==> src/rtl/clock_divider_multi.sv <==
// ---------------------------------------------------------------------------
// clock_divider_multi
//   Multi-channel programmable clock divider. Each channel divides clk by its
//   own runtime-loadable divisor D, giving a ~50 % duty clock (high for
//   floor(D/2) cycles, low for ceil(D/2)) and a one-cycle tick at every period
//   start. New divisors are staged and applied only at the channel's period
//   boundary, so the running period always completes. D = 0 stops a channel.
//
// Ports
//   clk        system clock, rising edge
//   rst        asynchronous active-low reset
//   cfg_valid  divisor update request
//   cfg_ready  request for cfg_chan can be accepted (no update outstanding)
//   cfg_chan   target channel; values >= CHANNELS are accepted and dropped
//   cfg_div    new divisor (0 stops the channel)
//   sync       restart every running channel at phase 0
//   clk_out    divided clocks, registered
//   tick       period-start strobes, registered
// ---------------------------------------------------------------------------

// One divider channel. Holds the active divisor, a single pending divisor
// slot and the phase counter.
module clock_divider_lane #(
    parameter int WIDTH       = 8,
    parameter int DEFAULT_DIV = 2
) (
    input  logic             clk,
    input  logic             rst,
    input  logic             load,
    input  logic [WIDTH-1:0] load_div,
    input  logic             sync,
    output logic             pend,
    output logic             clk_out,
    output logic             tick
);

    logic [WIDTH-1:0] cnt, div, pdiv;
    logic [WIDTH-1:0] cnt_nxt, div_nxt;
    logic             wrap, pend_clr, tick_nxt, clk_nxt;

    always_comb begin
        cnt_nxt  = cnt;
        div_nxt  = div;
        pend_clr = 1'b0;
        wrap     = 1'b0;
        tick_nxt = 1'b0;
        if (div == '0) begin
            // Stopped: counter parked at 0, sync has no effect. A staged
            // divisor restarts the channel right away at phase 0.
            cnt_nxt = '0;
            if (pend) begin
                div_nxt  = pdiv;
                pend_clr = 1'b1;
                tick_nxt = |pdiv;
            end
        end else begin
            wrap = (cnt == div - 1'b1) | sync;
            if (wrap) begin
                cnt_nxt = '0;
                if (pend) begin
                    div_nxt  = pdiv;
                    pend_clr = 1'b1;
                end
            end else begin
                cnt_nxt = cnt + 1'b1;
            end
            tick_nxt = wrap;
        end
        // Outputs come from next-state values so they line up with cnt.
        // With div_nxt of 0 or 1 the compare is always false.
        clk_nxt = (cnt_nxt < (div_nxt >> 1));
    end

    always_ff @(posedge clk or negedge rst) begin
        if (!rst) begin
            // cnt starts at div-1 so the first edge after reset is a wrap.
            cnt     <= WIDTH'(DEFAULT_DIV - 1);
            div     <= WIDTH'(DEFAULT_DIV);
            pdiv    <= '0;
            pend    <= 1'b0;
            tick    <= 1'b0;
            clk_out <= 1'b0;
        end else begin
            cnt     <= cnt_nxt;
            div     <= div_nxt;
            tick    <= tick_nxt;
            clk_out <= clk_nxt;
            // load needs pend == 0 and pend_clr needs pend == 1, so they
            // never coincide; an accept during a wrap waits for the next one.
            if (load) begin
                pdiv <= load_div;
                pend <= 1'b1;
            end else if (pend_clr) begin
                pend <= 1'b0;
            end
        end
    end

endmodule

module clock_divider_multi #(
    parameter int  CHANNELS    = 4,
    parameter int  WIDTH       = 8,
    parameter int  DEFAULT_DIV = 2,
    localparam int CW          = (CHANNELS > 1) ? $clog2(CHANNELS) : 1
) (
    input  logic                clk,
    input  logic                rst,
    input  logic                cfg_valid,
    output logic                cfg_ready,
    input  logic [CW-1:0]       cfg_chan,
    input  logic [WIDTH-1:0]    cfg_div,
    input  logic                sync,
    output logic [CHANNELS-1:0] clk_out,
    output logic [CHANNELS-1:0] tick
);

    logic [CHANNELS-1:0] sel, load, pend;

    // Out-of-range cfg_chan selects no lane: ready stays 1 and the request
    // is swallowed without touching any state.
    assign cfg_ready = ~|(sel & pend);

    for (genvar i = 0; i < CHANNELS; i++) begin : g_lane
        assign sel[i]  = (cfg_chan == CW'(i));
        assign load[i] = cfg_valid & sel[i] & ~pend[i];

        clock_divider_lane #(
            .WIDTH       (WIDTH),
            .DEFAULT_DIV (DEFAULT_DIV)
        ) u_lane (
            .clk      (clk),
            .rst      (rst),
            .load     (load[i]),
            .load_div (cfg_div),
            .sync     (sync),
            .pend     (pend[i]),
            .clk_out  (clk_out[i]),
            .tick     (tick[i])
        );
    end

endmodule

==> config.mk <==
export PLATFORM = sky130hd
export DESIGN_NAME = clock_divider_multi
export DESIGN_NICKNAME = d
export VERILOG_FILES = /design/src/rtl/clock_divider_multi.sv
export SDC_FILE = /design/constraint.sdc
export NUM_CORES = 1
export LEC_CHECK = 0
export ABC_CLOCK_PERIOD_IN_PS = 4960
export CAP_MARGIN = 20
export CELL_PAD_IN_SITES_DETAIL_PLACEMENT = 2
export CELL_PAD_IN_SITES_GLOBAL_PLACEMENT = 2
export CORE_MARGIN = 1.5
export CORE_UTILIZATION = 42
export DETAILED_ROUTE_END_ITERATION = 8
export PLACE_DENSITY_LB_ADDON = 0.2
export SYNTH_ARGS = -nofsm -noshare
export SYNTH_HDL_FRONTEND = slang
export SYNTH_SLANG_ARGS = --single-unit
==> constraint.sdc <==
create_clock -name clk -period 4.96 [get_ports clk]
set_input_delay 0.496 -clock clk [delete_from_list [all_inputs] [get_ports clk]]
set_output_delay 0.496 -clock clk [all_outputs]
set_load 0.03 [all_outputs]
==> results_dict.tcl <==
set metrics [dict create \
    power.density_nw_per_um2 499 \
    cts_hold_buf 0 \
    path_clk_slew_ns 0.07 \
    grt_max_degree 64 \
    grt.total_usage 0.225 \
    p_leak_nw 3.11 \
    die_h_um 124 \
    ios 23 \
    period_needed_ns 4.37 \
    ir_worst_vdd_mv 0.177 \
    synth_ff_type "dfrtp_1" \
    ctsLongestPathBuffers 2 \
    htree_levels 3 \
    rows 44 \
    fin_skew_ns 0.00741 \
    cp-start-kind "flip-flop" \
    fillerInstances 1476 \
    synth-edff-count 0 \
    final_nets 630 \
    yosysTopAreaCell "dfrtp_1" \
    cts-resized-gates 0 \
    worst_ep_arrival_time_ns 4.58 \
    routed_wl_mm 16.2 \
    diodes 0 \
    synth_cell_types 55 \
    setup_tns_ns 0 \
    tightestPinTransition_ns 0.961 \
    grt_pass1_vias 4954 \
    netlist_instances 561 \
    yosys_warnings 0 \
    power_mw 3.42 \
    vias 4354 \
    start_util 0.427 \
    outcome "finished clean" \
    ys_top_cells_by_count "dfrtp_1, mux2_2, nor2_1" \
    wl_per_cell_um 21.0 \
    drt_pass1_iterations 4 \
    critPathKind "reg -> reg" \
    netlist.area_leader.share 0.405 \
    syn-cell-area_um2 6180 \
    core-area_um2 14500 \
    cts_setup_buffers 0 \
    clkSinkCount 108 \
    avgSynthCellArea_um2 11.0 \
    endpoint_kind "flip-flop" \
    antenna_found_initial 0 \
    synth_most_common_cell "dfrtp_1" \
    async_reset_ff_frac 1.00 \
    rsz0062_at_grt "no" \
    cts_made_buffers 9 \
    final_antenna_net_count 0 \
    overflow 0 \
    ys_seq_area_frac 0.439 \
    clk_latency_ns 0.35 \
    cts_root_buf "clkbuf_16" \
    first_iter_violations 195 \
    drv_cap 0 \
    synth_fp_nets 611 \
    drive_gt1_frac 0.174 \
    placedCellCount 752 \
    grt_pass1_wl_mm 27.6 \
    place.gp.congestion 0.803 \
    synth.area.top_cells "dfrtp_1, mux2_2, ha_1" \
    min_period_over_period 0.882 \
    die_width_um 124 \
    die_area_um2 15500 \
    crit_fanout 14 \
    cts_tree "done" \
    setup_viol 0 \
    relSlewSlack 0.358 \
    slew_violations 0 \
    areaGrowthSynthToFinish_pct 10.8 \
    route.detailed.drc 0 \
    synth_seq_cells 108 \
    fmax_ghz 0.229 \
    vias_per_cell 5.66 \
    hold_class "in -> async" \
    io_buffers 22 \
    post-dp-hpwl_mm 12.2 \
    hold_viol 0 \
    fin_cells 769 \
    crit_required_ns 5.17 \
]
==> placed cells by master, fill, tap and decap left out, types with 3 or more instances in the layout <==
master and n:
a21boi_0 5, a21o_1 6, a21oi_1 11, a31oi_1 5, and3_1 13, buf_4 6
clkbuf_16 9, clkdlybuf4s50_1 21, clkinv_4 3, dfrtp_1 100, dfstp_2 8, ha_1 36
inv_1 18, mux2_2 59, mux2_4 3, mux2i_1 26, nand2_1 24, nand2b_1 4
nand3_1 13, nand4_1 6, nor2_1 53, nor2b_1 6, nor3_1 9, nor4_1 5
nor4b_1 3, o21ai_0 13, or4_1 12, xnor2_1 34, xor2_1 30
==> report_power, final <==
group          internal (mW)  switching (mW)
registers               1.13           0.350
clock network          0.357           0.336
logic                  0.611           0.633
==> kinds of logic after synthesis <==
family          after synthesis  share of synthesized area
flops                       108                      0.439
compound gates               65                     0.0716
simple gates                161                      0.135
mux                          89                      0.160
buf+inv                      38                     0.0304
fa+ha+maj                    36                     0.0728
xor+xnor                     64                     0.0907
==> through the flow <==
step                utilization  worst slack [ns]  cell area [µm²]  hold slack [ns]
detailed placement        0.453             0.766             6560            0.522
CTS                       0.473             0.595             6850            0.253
floorplan                     -              1.38             6180            0.200
global placement          0.453             0.954             6560            0.503
finish                    0.473             0.587             6850            0.218
global route              0.473             0.201             6850            0.268
==> flip-flops by register name, summed over array words and instances, names as in the netlist <==
register / count
g_lane.u_lane.cnt: 32
g_lane.u_lane.div: 32
g_lane.u_lane.pdiv: 32
g_lane.u_lane.clk_out: 4
g_lane.u_lane.pend: 4
g_lane.u_lane.tick: 4
==> critical path, stage by stage, from the launching register on <==
cell and delay (ns):
dfrtp_1 0.46, or4_1 0.60, nor4_1 0.25, xnor2_1 0.16
nand4_1 0.18, o21ai_0 0.24, buf_4 0.23, nand2_1 0.39
mux2i_1 0.23, ha_1 0.33, nand2_1 0.11, a211oi_1 0.08
mux2_2 0.27, o22ai_1 0.12, o31ai_1 0.10, a2111oi_0 0.46
==> final timing paths <==
check / slack, ns / cells past startpoint / from / to
max in group asynchronous: 3.60 / 2 / rst / g_lane[0].u_lane.tick
min in group clk: 0.54 / 1 / g_lane[3].u_lane.pdiv[0] / g_lane[3].u_lane.div[0]
setup reg to reg: 0.59 / 15 / g_lane[1].u_lane.div[2] / g_lane[1].u_lane.clk_out
hold reg to reg: 0.54 / 1 / g_lane[3].u_lane.pdiv[0] / g_lane[3].u_lane.div[0]
hold / removal: 0.22 / 1 / rst / g_lane[2].u_lane.cnt[2]
setup / recovery: 0.59 / 15 / g_lane[1].u_lane.div[2] / g_lane[1].u_lane.clk_out
==> metal layers <==
metal / vias to the layer above / global-route usage / wire, µm / part of all wire
met5: - / 0 / 0 / 0
met4: 0 / 0.0676 / 300 / 0.019
met3: 20 / 0.0245 / 271 / 0.017
met2: 46 / 0.392 / 8360 / 0.52
met1: 2254 / 0.295 / 7240 / 0.45
li1: 2034 / - / - / -
==> area by class of cell <==
cell class                 instances  area [µm²]  area share
clock buffer                      11         243      0.0354
sequential                       108        2710       0.396
inverter                          18        67.6     0.00986
timing repair buffer              28         260      0.0380
clock inverter                     5        38.8     0.00566
tap                              184         230      0.0336
multi-input combinational        415        3300       0.481
(Power assumes the default switching activity.)
